**src/rtl/stopwatch_pkg.sv**
```systemverilog
// Shared stopwatch definitions: lap-store geometry, RAM latency and the
// playback FSM state encoding.
package stopwatch_pkg;

   localparam int ADDR_W_DEF = 4;
   localparam int DATA_W_DEF = 32;
   // Block RAM is configured with a registered output only.
   localparam int RD_LAT_DEF = 1;

   typedef enum logic [1:0] {
      IDLE = 2'd0,
      REQ  = 2'd1,
      WAIT = 2'd2,
      HOLD = 2'd3
   } pb_state_e;

endpackage

```
**src/rtl/tick_hold_counter.sv**
```systemverilog
// Counts tick pulses while enabled; pulses expire on the HOLD_TICKS-th tick
// and restarts from zero. clear holds the count at zero.
module tick_hold_counter #(
   parameter int HOLD_TICKS = 100
) (
   input  logic clk,
   input  logic reset,
   input  logic clear,
   input  logic tick,
   output logic expire
);

   localparam int CW = (HOLD_TICKS > 1) ? $clog2(HOLD_TICKS) : 1;

   logic [CW-1:0] cnt;

   assign expire = !clear && tick && (cnt == CW'(HOLD_TICKS - 1));

   always_ff @(posedge clk) begin
      if (!reset) begin
         cnt <= '0;
      end else if (clear || expire) begin
         cnt <= '0;
      end else if (tick) begin
         cnt <= cnt + 1'b1;
      end
   end

endmodule

```
**src/rtl/lap_playback.sv**
```systemverilog
// Reads stored lap records 0..cnt-1 back out of the lap RAM and presents each
// on data for HOLD_TICKS tick pulses, optionally looping.
module lap_playback
   import stopwatch_pkg::*;
#(
   parameter int ADDR_W     = ADDR_W_DEF,
   parameter int DATA_W     = DATA_W_DEF,
   parameter int RD_LAT     = RD_LAT_DEF,
   parameter int HOLD_TICKS = 100
) (
   input  logic              clk,
   input  logic              reset,
   input  logic              start,
   input  logic              stop,
   input  logic              loop,
   input  logic              tick,
   input  logic [ADDR_W:0]   count,
   output logic              mem_en,
   output logic [ADDR_W-1:0] mem_addr,
   input  logic [DATA_W-1:0] mem_data,
   output logic [DATA_W-1:0] data,
   output logic              data_valid,
   output logic [ADDR_W-1:0] index,
   output logic              busy,
   output logic              done,
   output pb_state_e         dbg_state
);

   // Control handshake: start and stop are single-cycle request pulses with no
   // acknowledge; stop wins over start, start is only honoured in IDLE, and
   // done is a single-cycle completion strobe registered one cycle later.

   localparam int              CNT_W = ADDR_W + 1;
   localparam logic [CNT_W-1:0] CAP  = {1'b1, {ADDR_W{1'b0}}};

   pb_state_e         state, state_next;
   logic [ADDR_W-1:0] addr, addr_d;
   logic [CNT_W-1:0]  cnt;
   logic              loop_r;
   logic [1:0]        lat_cnt;
   logic              expire, last, lat_done;
   logic              abort, pb_start, capture, advance, end_pulse;

   tick_hold_counter #(.HOLD_TICKS(HOLD_TICKS)) u_hold (
      .clk    (clk),
      .reset  (reset),
      .clear  (state != HOLD),
      .tick   (tick),
      .expire (expire)
   );

   assign last      = ({1'b0, addr} == (cnt - 1'b1));
   assign lat_done  = (lat_cnt == 2'(RD_LAT - 1));
   assign dbg_state = state;

   always_ff @(posedge clk) begin
      if (!reset) state <= IDLE;
      else        state <= state_next;
   end

   always_comb begin
      state_next = state;
      case (state)
         IDLE: if (start && !stop && (count != '0)) state_next = REQ;
         REQ:  state_next = stop ? IDLE : WAIT;
         WAIT: begin
            if (stop)          state_next = IDLE;
            else if (lat_done) state_next = HOLD;
         end
         HOLD: begin
            if (stop)                    state_next = IDLE;
            else if (expire && !last)    state_next = REQ;
            else if (expire && loop_r)   state_next = REQ;
            else if (expire)             state_next = IDLE;
         end
         default: state_next = IDLE;
      endcase
   end

   always_comb begin
      busy      = (state != IDLE);
      abort     = busy && stop;
      pb_start  = (state == IDLE) && start && !stop;
      capture   = (state == WAIT) && lat_done && !stop;
      advance   = (state == HOLD) && expire && !stop;
      end_pulse = advance && last && !loop_r;
      addr_d    = addr;
      if (pb_start)     addr_d = '0;
      else if (advance) addr_d = last ? '0 : addr + 1'b1;
   end

   always_ff @(posedge clk) begin
      if (!reset) begin
         mem_en     <= 1'b0;
         mem_addr   <= '0;
         addr       <= '0;
         cnt        <= '0;
         loop_r     <= 1'b0;
         lat_cnt    <= '0;
         done       <= 1'b0;
         data       <= '0;
         index      <= '0;
         data_valid <= 1'b0;
      end else begin
         mem_en   <= (state_next == REQ);
         mem_addr <= addr_d;
         addr     <= addr_d;
         done     <= end_pulse || (pb_start && (count == '0));
         lat_cnt  <= (state == WAIT) ? lat_cnt + 2'd1 : 2'd0;
         if (pb_start) begin
            cnt    <= (count > CAP) ? CAP : count;
            loop_r <= loop;
         end
         // A read in flight when stop arrives is dropped, never captured.
         if (pb_start || abort) data_valid <= 1'b0;
         else if (capture)      data_valid <= 1'b1;
         if (capture) begin
            data  <= mem_data;
            index <= addr;
         end
      end
   end

endmodule
```
**config.mk**
```make
export PLATFORM = sky130hd
export DESIGN_NAME = lap_playback
export DESIGN_NICKNAME = d
export VERILOG_FILES = /design/src/rtl/stopwatch_pkg.sv /design/src/rtl/tick_hold_counter.sv /design/src/rtl/lap_playback.sv
export SDC_FILE = /design/constraint.sdc
export NUM_CORES = 1
export LEC_CHECK = 0
export CAP_MARGIN = 10
export CORE_UTILIZATION = 25
export DETAILED_ROUTE_END_ITERATION = 6
export SYNTH_ARGS = -nofsm -noshare
export SYNTH_HDL_FRONTEND = slang
export SYNTH_SLANG_ARGS = --single-unit
export TNS_END_PERCENT = 30
```
**constraint.sdc**
```tcl
create_clock -name clk -period 3.5 [get_ports clk]
set_input_delay 0.35 -clock clk [delete_from_list [all_inputs] [get_ports clk]]
set_output_delay 0.35 -clock clk [all_outputs]
set_load 0.02 [all_outputs]
```
==> insert_results.sql, run 1 <==
INSERT INTO impl_metrics (metric_group, metric, value, unit) VALUES
('outcome', 'outcome', 'finished, final reports clean', ''),
('placement', 'pre_cts_slack', '1.08', 'ns'),
('timing', 'timing.fmax', '457', 'MHz'),
('job', 'cap_violations', '0', ''),
('timing', 'setup_repair_after_global_routing_missed_its_margin', 'no', ''),
('placement', 'place_congestion', '0.756', ''),
('hold_path', 'worstHoldEndpoint', 'data[8]', ''),
('routing', 'route.detailed.drc', '0', ''),
('logic_synthesis', 'post-synth-top-area-fraction', '47.5', '%'),
('power_and_ir_drop', 'comb_power_share', '7.1', '%'),
('power_and_ir_drop', 'vdd_drop_max', '0.221', 'mV'),
('power_and_ir_drop', 'clock_power_share', '51.1', '%'),
('routing', 'drt_first_iter_violations', '57', ''),
('clock_tree', 'cts_hold_buf', '0', ''),
('routing', 'detailroute.via_count', '2274', ''),
('grt', 'grt_util_all_layers', '12.8', '%'),
('timing', 'final.setup.worst_slack', '1.31', 'ns'),
('hold_path', 'hp-class', 'reg2reg', ''),
('placement', 'total_placed_cells_including_tap_cells', '503', ''),
('timing', 'clock-skew-final', '0.00690', 'ns'),
('critical_path', 'critPathArrivalTime', '2.41', 'ns'),
('timing', 'final-setup-viol-count', '0', ''),
('power_and_ir_drop', 'seq_power_share', '41.8', '%'),
('logic_synthesis', 'synthesis.area', '2530', 'sq um'),
('clock_tree', 'cts_post_setup_buffers_inserted', '0', ''),
('grt', 'grt_start_max_net_pins', '28', ''),
('logic_synthesis', 'ys_seq_area_share', '47.5', '%'),
('timing', 'slew_viol_final', '0', ''),
('logic_synthesis', 'synth-main-ff-cell', 'sky130_fd_sc_hd__dfxtp_1', ''),
('floorplan', 'die_h', '103', 'microns'),
('floorplan', 'die-area', '10500', 'sq um'),
('logic_synthesis', 'ys_seq_elements', '60', ''),
('routing', 'antenna_violating_nets_post_route', '0', ''),
('timing', 'final_period_minus_worst_setup_slack', '2.19', 'ns'),
('grt', 'grt_pass1_vias', '2202', ''),
('timing', 'tns', '0', 'ns'),
('logic_synthesis', 'complex_gate_fraction_of_the_synthesized_area', '17.9', '%'),
('critical_path', 'r2r_slack', '1.31', 'ns'),
('logic_synthesis', 'post_synth_mux_area_share', '1.19', '%'),
('floorplan', 'start_util', '25.9', '%'),
('finish', 'drive_above_1_share', '6.22', '%'),
('floorplan', 'io_pins', '89', ''),
('clock_tree', 'clock-sinks', '60', ''),
('logic_synthesis', 'synthesis.area_per_instance', '8.61', 'sq um'),
('logic_synthesis', 'synthCells', '294', ''),
('clock_tree', 'tritoncts', 'yes', ''),
('logic_synthesis', 'synth_xor_xnor_area_share', '3.12', '%'),
('power_and_ir_drop', 'leak_pwr', '1.28', 'nW'),
('logic_synthesis', 'ys_warn_count', '0', ''),
('routing', 'via_per_inst', '4.38', ''),
('logic_synthesis', 'synthDominantAreaCellType', 'sky130_fd_sc_hd__dfxtp_1', ''),
('floorplan', 'rows', '36', ''),
('logic_synthesis', 'ys_async_sr_fraction', '0', '%'),
('routing', 'detailedRoute.firstPassIterationCount', '4', ''),
('logic_synthesis', 'synth_nets', '341', ''),
('critical_path', 'depth_of_the_worst_register_to_register_path', '4', ''),
('floorplan', 'core-area', '9770', 'sq um'),
('grt', 'grt_antenna_before_repair', '0', ''),
('hold_path', 'hold-path-cell-count', '2', ''),
('clock_tree', 'ctsLongestPathBuffers', '2', ''),
('power_and_ir_drop', 'p_per_area', '437', 'nW/um^2'),
('critical_path', 'timing.rr.start', 'u_hold.cnt[2]', ''),
('clock_tree', 'htree_num_levels', '3', ''),
('logic_synthesis', 'synth_enable_flop_cells', '0', ''),
('critical_path', 'criticalPathCategory', 'reg2reg', ''),
('critical_path', 'worst_r2r_endpoint', 'mem_en', ''),
('critical_path', 'critical_path.startpoint_type', 'register', ''),
('hold_path', 'worst_hold_startpoint', 'data[8]', ''),
('clock_tree', 'clock_latency_on_the_worst_skew_pair', '0.34', 'ns'),
('critical_path', 'endpoint_kind', 'register', ''),
('logic_synthesis', 'combinational_family_with_the_most_area_after_synthesis', 'simple AND/OR/NAND/NOR gates', '');
[flip-flops by register name, summed over array words and instances, names as in the netlist]
register    cells
mem_en          1
data_valid      1
cnt             5
done            1
dbg_state       2
lat_cnt         2
u_hold.cnt      7
loop_r          1
data           32
addr            4
index           4
[cell usage after synthesis, types with 3 or more instances]
master and number:
sky130_fd_sc_hd__a211oi_1 3, sky130_fd_sc_hd__dfxtp_1 60, sky130_fd_sc_hd__a21boi_0 42, sky130_fd_sc_hd__nand4_1 4
sky130_fd_sc_hd__nand3_1 3, sky130_fd_sc_hd__nand2_1 89, sky130_fd_sc_hd__mux2i_1 3, sky130_fd_sc_hd__nand3b_1 6
sky130_fd_sc_hd__ha_1 4, sky130_fd_sc_hd__o21ai_0 6, sky130_fd_sc_hd__clkbuf_1 13, sky130_fd_sc_hd__nor3_1 5
sky130_fd_sc_hd__a21oi_1 6, sky130_fd_sc_hd__inv_1 6, sky130_fd_sc_hd__nor2_1 9, sky130_fd_sc_hd__xor2_1 5
sky130_fd_sc_hd__and3_1 4, sky130_fd_sc_hd__xnor2_1 4
[worst max-delay path by stage]
| stage | from | to | slack (ns) |
|---|---|---|---|
| floorplan | u_hold.cnt[2] | mem_en | 1.45 |
| global placement | tick | mem_en | 1.15 |
| CTS | dbg_state[1] | data[6] | 1.29 |
| global route | dbg_state[1] | data[16] | 1.10 |
| finish | u_hold.cnt[2] | mem_en | 1.31 |
| detailed placement | tick | mem_en | 1.08 |
[worst max-delay path, stage by stage (launching register included)]
cell                       delay (ns)
sky130_fd_sc_hd__dfxtp_1         0.35
sky130_fd_sc_hd__or4b_4          0.59
sky130_fd_sc_hd__or4_1           0.53
sky130_fd_sc_hd__a2111o_1        0.44
sky130_fd_sc_hd__nor3b_1         0.15
[layer usage]
| layer | up-vias | global-route usage, % | share of wire (%) | routed length (microns) |
|---|---|---|---|---|
| met1 | 1042 | 14.8 | 44 | 2800 |
| met5 | - | 0 | 0 | 0 |
| met3 | 6 | 5.36 | 5.9 | 373 |
| met4 | 0 | 3.96 | 0.79 | 50 |
| met2 | 59 | 21.4 | 49 | 3070 |
| li1 | 1167 | - | - | - |
[cell usage in the layout (no fill, tap or decap), drive strengths merged]
cell type and n:
nand3 3, xnor2 4, a21boi 42, nand2 89
or3 2, buf 3, nor3 5, clkbuf 10
ha 4, and3 4, a21oi 6, nor4 1
o21ba 1, and2 1, clkdlybuf4s50 88, nand3b 6
or4b 2, a2111o 1, nor2b 2, nor3b 2
or4 1, nor4b 1, xor2 5, bufinv 4
dfxtp 60, clkinv 1, o21ai 7, mux2i 3
o2bb2ai 2, inv 7, a221o 1, a211oi 3
nand4 4, nor2 9, nand2b 2
[stage by stage]
stage	instance area [sq um]	util (%)	hold WS [ns]
6_report	3810	39.0	0.460
5_1_grt	3810	39.0	0.489
4_1_cts	3810	39.0	0.465
3_5_place_dp	3540	36.2	0.455
3_3_place_gp	3540	36.2	0.450
2_1_floorplan	2530	-	0.438
[logic make-up (layout without fill, tap and decap cells)]
| kind of cell | count (synthesis) | in the layout |
|---|---|---|
| simple gates | 134 | 134 |
| compound gates | 63 | 63 |
| flops | 60 | 60 |
| buf+inv | 21 | 113 |
| xor+xnor | 9 | 9 |
| fa+ha+maj | 4 | 4 |
| mux | 3 | 3 |
[area by class of cell]
cell class	instances	area (sq um)
tap	133	166
multi-input combinational	213	1240
clock inverter	6	134
timing repair buffer	91	903
clock buffer	10	138
inverter	6	22.5
sequential	60	1200
fill	1038	5960
[power by group through the flow]
| stage | clock network, mW | logic, mW | registers, mW |
|---|---|---|---|
| after floorplan | 0 | 0.0431 | 0.716 |
| after global placement | 0 | 0.119 | 0.711 |
| after detailed placement | 0 | 0.119 | 0.711 |
| after CTS | 0.877 | 0.120 | 0.696 |
| after global routing | 0.909 | 0.129 | 0.697 |
| final | 0.850 | 0.118 | 0.696 |
Note: power is estimated with default switching activity, not from simulation.
==> run 2, diff against run 1 <==
clock period = 1.9 ns   (was 3.5 ns; I/O delays follow)
==> insert_results.sql, run 2 (same netlist as run 1, synthesis figures left out) <==
INSERT INTO impl_metrics (metric_group, metric, value, unit) VALUES
('floorplan', 'die_h', '103', 'microns'),
('finish', 'most-common-layout-cells', 'sky130_fd_sc_hd__nand2_1, sky130_fd_sc_hd__clkdlybuf4s50_1, sky130_fd_sc_hd__dfxtp_1', ''),
('routing', 'antenna_violating_nets_post_route', '0', ''),
('routing', 'detailroute.via_count', '2367', ''),
('critical_path', 'criticalPathCategory', 'reg2reg', ''),
('timing', 'final-setup-viol-count', '2', ''),
('timing', 'timing.fmax', '521', 'MHz'),
('outcome', 'outcome', 'finished, violations left', ''),
('routing', 'drt_first_iter_violations', '63', ''),
('floorplan', 'core-area', '9770', 'sq um'),
('timing', 'final.setup.worst_slack', '-0.0187', 'ns'),
('routing', 'via_per_inst', '4.38', ''),
('clock_tree', 'cts_post_setup_buffers_inserted', '0', ''),
('critical_path', 'critical_path.startpoint_type', 'register', ''),
('critical_path', 'critPathArrivalTime', '2.12', 'ns'),
('timing', 'min_period_over_period', '101', '%'),
('timing', 'clock-skew-final', '0.00467', 'ns'),
('clock_tree', 'clkTransAtPathRegs', '0.07', 'ns'),
('finish', 'fillerInstances', '1028', ''),
('power_and_ir_drop', 'post_route_total_power', '2.52', 'mW'),
('timing', 'slew_viol_final', '0', ''),
('finish', 'top_regs', 'data x32, u_hold.cnt x7, cnt x5', ''),
('floorplan', 'die-area', '10500', 'sq um'),
('placement', 'total_placed_cells_including_tap_cells', '526', ''),
('timing', 'slew_headroom', '65.7', '%'),
('grt', 'grt_util_all_layers', '12.8', '%'),
('placement', 'place_congestion', '0.773', ''),
('timing', 'whs', '0.425', 'ns'),
('finish', 'final_core_util', '40.2', '%'),
('critical_path', 'path_cells', 'or4b_4, or4_1, a2111o_1, nor3b_1', ''),
('finish', 'largest-register', 'data', ''),
('clock_tree', 'cts_hold_buf', '0', ''),
('power_and_ir_drop', 'vdd_drop_max', '0.319', 'mV'),
('floorplan', 'rows', '36', ''),
('finish', 'areaGrowthSynthToFinish', '55.2', '%'),
('critical_path', 'critical_path.top_delay_family', 'simple AND/OR/NAND/NOR gates', ''),
('outcome', 'failing_checks', 'setup timing', ''),
('clock_tree', 'htree_num_levels', '3', ''),
('finish', 'layout.nets', '451', ''),
('hold_path', 'hp-class', 'in2reg', ''),
('clock_tree', 'clock-sinks', '60', ''),
('hold_path', 'worst_hold_startpoint', 'mem_data[23]', ''),
('routing', 'route.detailed.drc', '0', ''),
('critical_path', 'top_fanout_value_on_the_critical_path', '3', ''),
('placement', 'detailed_place.area', '3740', 'sq um'),
('power_and_ir_drop', 'p_per_area', '642', 'nW/um^2'),
('floorplan', 'io_pins', '89', ''),
('critical_path', 'path_buf_inv', '0', ''),
('timing', 'final_period_minus_worst_setup_slack', '1.92', 'ns'),
('finish', 'drive_above_1_share', '12.5', '%'),
('finish', 'final_cell_count_no_fill', '541', ''),
('critical_path', 'timing.rr.start', 'u_hold.cnt[4]', ''),
('placement', 'detailedPlacementHpwl', '4880', 'microns'),
('clock_tree', 'clock_latency_on_the_worst_skew_pair', '0.32', 'ns'),
('grt', 'gr-total-overflow', '0', ''),
('finish', 'largest_register_ff_count', '32', ''),
('routing', 'wl', '6670', 'microns'),
('power_and_ir_drop', 'leak_pwr', '1.35', 'nW'),
('clock_tree', 'cts-buffers-inserted', '9', ''),
('placement', 'pre_cts_slack', '-0.115', 'ns'),
('timing', 'tns', '-0.0276', 'ns'),
('clock_tree', 'ctsLongestPathBuffers', '2', ''),
('job', 'cap_violations', '0', ''),
('critical_path', 'cp_data_required_time', '2.10', 'ns'),
('grt', 'grt_start_max_net_pins', '29', ''),
('clock_tree', 'clock-root-buffer', 'sky130_fd_sc_hd__clkbuf_8', ''),
('clock_tree', 'tritoncts', 'yes', ''),
('critical_path', 'endpoint_kind', 'register', ''),
('floorplan', 'horizontal_die_dimension', '103', 'microns'),
('finish', 'leading_cell_type_in_the_layout_fill_and_taps_excluded', 'sky130_fd_sc_hd__nand2_1', ''),
('routing', 'detailedRoute.firstPassIterationCount', '4', ''),
('placement', 'numPortBuffers', '88', ''),
('grt', 'grt_pass1_vias', '2173', ''),
('finish', 'postLayoutCellArea', '3930', 'sq um'),
('grt', 'grt_antenna_before_repair', '0', ''),
('finish', 'antennaDiodeCount', '0', ''),
('timing', 'setup_repair_after_global_routing_missed_its_margin', 'yes', ''),
('timing', 'timing_worst_slew_pin_value', '0.511', 'ns'),
('floorplan', 'start_util', '25.9', '%'),
('routing', 'wl_per_cell', '12.3', 'microns'),
('grt', 'grt_first_pass_wirelength', '10300', 'microns'),
('critical_path', 'timing.critical_path.from', 'u_hold.cnt[4]', ''),
('critical_path', 'crit_path_top_delay_cell', 'sky130_fd_sc_hd__or4b_4', ''),
('critical_path', 'crit_path_max_incr_delay', '0.52', 'ns'),
('timing', 'timing_hold_violations_final', '0', '');
==> run 2: cell count changes in the layout (fill, tap and decap cells not counted), sizes merged <==
cell / change
clkbuf: +3
inv: -1
bufinv: -4
buf: +23
clkinv: +1
==> run 2: what timing repair did <==
action                                  4_1_cts  5_1_grt
endpoints found under the setup margin        3        6
pin swaps                                     2        2
gates resized for setup                       1        7
==> run 2: worst paths after layout <==
check,to,slack (ns),cells past startpoint
min reg2reg,data_valid,0.45,2
max,mem_en,-0.02,4
min,data[23],0.43,3
max reg2reg,mem_en,-0.02,4
==> run 2: worst min-delay path, cell delays in order <==
cell and delay (ns):
sky130_fd_sc_hd__clkdlybuf4s50_1 0.40, sky130_fd_sc_hd__nand2_1 0.05, sky130_fd_sc_hd__a21boi_0 0.06
==> run 2: layer usage <==
metal,vias up,routed length (microns),track usage [%]
met5,-,0,0
met1,1109,3260,16.4
li1,1212,-,-
met2,44,3110,20.9
met3,2,287,3.12
met4,0,24,4.29
==> run 2: cell type report <==
| type | instances | area, sq um | share of cell area [%] |
|---|---|---|---|
| Timing Repair Buffer | 114 | 1100 | 28.1 |
| Multi-Input combinational cell | 213 | 1260 | 32.0 |
| Clock inverter | 2 | 10.0 | 0.255 |
| Sequential cell | 60 | 1210 | 30.7 |
| Clock buffer | 13 | 159 | 4.05 |
| Tap cell | 133 | 166 | 4.24 |
| Inverter | 6 | 22.5 | 0.574 |
==> run 2: where the power goes <==
part / total, mW / internal (mW) / leakage, nW / switching (mW)
clock: 0.998 / 0.534 / 0.0893 / 0.464
sequential: 1.28 / 1.27 / 0.486 / 0.0107
combinational: 0.240 / 0.146 / 0.779 / 0.0941
==> run 3, diff against run 2 <==
CTS_CLUSTER_SIZE = 8   (was not set)
GPL_TIMING_DRIVEN = 0   (was not set)
==> insert_results.sql, run 3 (same netlist as run 1, synthesis figures left out) <==
INSERT INTO impl_metrics (metric_group, metric, value, unit) VALUES
('power_and_ir_drop', 'intPower', '2.14', 'mW'),
('placement', 'place_congestion', '0.797', ''),
('clock_tree', 'cts-buffers-inserted', '9', ''),
('power_and_ir_drop', 'comb_power_share', '8.2', '%'),
('timing', 'tns', '-0.659', 'ns'),
('finish', 'layout.nets', '447', ''),
('critical_path', 'critical_path.startpoint_type', 'register', ''),
('placement', 'numPortBuffers', '86', ''),
('finish', 'antennaDiodeCount', '0', ''),
('finish', 'top_regs', 'data x32, u_hold.cnt x7, cnt x5', ''),
('routing', 'wl_per_cell', '12.6', 'microns'),
('power_and_ir_drop', 'seq_power_share', '46.4', '%'),
('floorplan', 'die-area', '10500', 'sq um'),
('finish', 'fillerInstances', '1007', ''),
('grt', 'grt_util_all_layers', '13.6', '%'),
('timing', 'final.setup.worst_slack', '-0.205', 'ns'),
('finish', 'largest-register', 'data', ''),
('outcome', 'outcome', 'finished, violations left', ''),
('routing', 'route.detailed.drc', '0', ''),
('grt', 'gr-total-overflow', '0', ''),
('clock_tree', 'htree_num_levels', '3', ''),
('critical_path', 'timing.rr.start', 'u_hold.cnt[3]', ''),
('critical_path', 'depth_of_the_worst_register_to_register_path', '4', ''),
('finish', 'regArea', '1210', 'sq um'),
('clock_tree', 'ctsLongestPathBuffers', '2', ''),
('critical_path', 'worst_r2r_endpoint', 'mem_en', ''),
('routing', 'wl', '6790', 'microns'),
('timing', 'min_period_over_period', '111', '%'),
('critical_path', 'r2r_slack', '-0.20', 'ns'),
('grt', 'grt_start_max_net_pins', '12', ''),
('timing', 'final-setup-viol-count', '5', ''),
('timing', 'timing_hold_violations_final', '0', ''),
('routing', 'via_per_inst', '4.43', ''),
('job', 'cap_violations', '0', ''),
('finish', 'areaGrowthSynthToFinish', '55.0', '%'),
('outcome', 'failing_checks', 'setup timing', ''),
('critical_path', 'endpoint_kind', 'register', ''),
('power_and_ir_drop', 'clock_power_share', '45.4', '%'),
('power_and_ir_drop', 'power.share.switching', '22.5', '%'),
('power_and_ir_drop', 'p_per_area', '705', 'nW/um^2'),
('hold_path', 'hp-class', 'in2reg', ''),
('hold_path', 'hold-path-cell-count', '3', ''),
('finish', 'most-common-layout-cells', 'sky130_fd_sc_hd__nand2_1, sky130_fd_sc_hd__clkdlybuf4s50_1, sky130_fd_sc_hd__dfxtp_1', ''),
('critical_path', 'timing.critical_path.from', 'u_hold.cnt[3]', ''),
('timing', 'slew_viol_final', '0', ''),
('critical_path', 'top_fanout_value_on_the_critical_path', '3', ''),
('clock_tree', 'clock-sinks', '60', ''),
('routing', 'drt_first_iter_violations', '63', ''),
('power_and_ir_drop', 'power.net_switching', '0.622', 'mW'),
('clock_tree', 'clock-root-buffer', 'sky130_fd_sc_hd__clkbuf_8', ''),
('timing', 'slew_headroom', '63.9', '%'),
('floorplan', 'core-area', '9770', 'sq um'),
('routing', 'detailedRoute.firstPassIterationCount', '4', ''),
('finish', 'final_core_util', '40.1', '%'),
('timing', 'timing_worst_slew_pin_value', '0.540', 'ns'),
('clock_tree', 'cts_hold_buf', '0', ''),
('hold_path', 'worst_hold_startpoint', 'tick', ''),
('routing', 'detailroute.via_count', '2381', ''),
('floorplan', 'horizontal_die_dimension', '103', 'microns'),
('clock_tree', 'clock_latency_on_the_worst_skew_pair', '0.34', 'ns'),
('floorplan', 'io_pins', '89', ''),
('timing', 'clock-skew-final', '0.00930', 'ns'),
('critical_path', 'critPathArrivalTime', '2.32', 'ns'),
('routing', 'antenna_violating_nets_post_route', '0', ''),
('critical_path', 'criticalPathCategory', 'reg2reg', ''),
('finish', 'leading_cell_type_in_the_layout_fill_and_taps_excluded', 'sky130_fd_sc_hd__nand2_1', ''),
('floorplan', 'die_h', '103', 'microns'),
('floorplan', 'start_util', '25.9', '%'),
('timing', 'timing.fmax', '475', 'MHz'),
('power_and_ir_drop', 'leak_pwr', '1.32', 'nW'),
('timing', 'setup_repair_after_global_routing_missed_its_margin', 'yes', ''),
('finish', 'largest_register_ff_count', '32', ''),
('floorplan', 'rows', '36', ''),
('critical_path', 'cp_data_required_time', '2.11', 'ns'),
('grt', 'grt_first_pass_wirelength', '10800', 'microns'),
('grt', 'grt_pass1_vias', '2201', ''),
('placement', 'detailedPlacementHpwl', '4840', 'microns'),
('power_and_ir_drop', 'vdd_drop_max', '0.284', 'mV'),
('finish', 'multi_input_comb_area', '1300', 'sq um'),
('timing', 'final_period_minus_worst_setup_slack', '2.10', 'ns'),
('grt', 'grt_antenna_before_repair', '0', ''),
('clock_tree', 'clkTransAtPathRegs', '0.07', 'ns'),
('clock_tree', 'tritoncts', 'yes', ''),
('critical_path', 'worstSetupEndpoint', 'mem_en', ''),
('finish', 'drive_above_1_share', '12.3', '%');
==> run 3: stage by stage <==
| step | setup slack, ns | instances | total power [mW] | cell area (sq um) | hold WS (ns) |
|---|---|---|---|---|---|
| 2_1_floorplan | -0.107 | 294 | 1.40 | 2530 | 0.335 |
| 3_3_place_gp | -0.294 | 513 | 1.53 | 3560 | 0.447 |
| 3_5_place_dp | -0.443 | 513 | 1.53 | 3560 | 0.456 |
| 4_1_cts | -0.211 | 535 | 2.82 | 3850 | 0.229 |
| 5_1_grt | -0.227 | 538 | 2.90 | 3920 | 0.268 |
| 6_report | -0.205 | 538 | 2.76 | 3920 | 0.264 |
==> run 3: power groups by stage <==
stage | Combinational [mW] | Sequential [mW] | Clock, mW
global route | 0.247 | 1.28 | 1.37
floorplan | 0.0794 | 1.32 | 0
detailed placement | 0.220 | 1.31 | 0
finish | 0.227 | 1.28 | 1.25
CTS | 0.227 | 1.28 | 1.31
global placement | 0.219 | 1.31 | 0
==> run 3: final cells by class <==
| class | count | share of cell area, % |
|---|---|---|
| multi-input combinational | 213 | 33.1 |
| sequential | 60 | 30.8 |
| timing repair buffer | 96 | 24.0 |
| tap | 133 | 4.24 |
| clock buffer | 10 | 3.25 |
| clock inverter | 6 | 2.26 |
| buffer | 14 | 1.79 |
| inverter | 6 | 0.574 |
==> run 3: timing repair <==
| action | 4_1_cts | 5_1_grt |
|---|---|---|
| endpoints found under the setup margin | 37 | 19 |
| cloned | 0 | 0 |
| pin swaps | 4 | 5 |
| resized for setup | 10 | 14 |
| setup buffers | 6 | 4 |
==> run 3: critical path, stage by stage, from the launching register on <==
cell and delay, ns:
sky130_fd_sc_hd__dfxtp_2 0.32, sky130_fd_sc_hd__or4b_4 0.55, sky130_fd_sc_hd__or4_4 0.52, sky130_fd_sc_hd__a2111o_1 0.41, sky130_fd_sc_hd__nor3b_4 0.18
==> run 3: worst min-delay path by stage <==
stage,end,slack [ns]
CTS,u_hold.cnt[0],0.23
floorplan,data[23],0.33
global route,u_hold.cnt[0],0.27
finish,u_hold.cnt[0],0.26
detailed placement,data[14],0.46
global placement,data_valid,0.45
==> run 3: metal layers <==
layer	up-vias	routed length [microns]	global-route usage, %
met4	0	46	5.60
met1	1117	3160	17.4
met2	56	3130	20.7
li1	1202	-	-
met3	6	451	5.08
met5	-	0	0
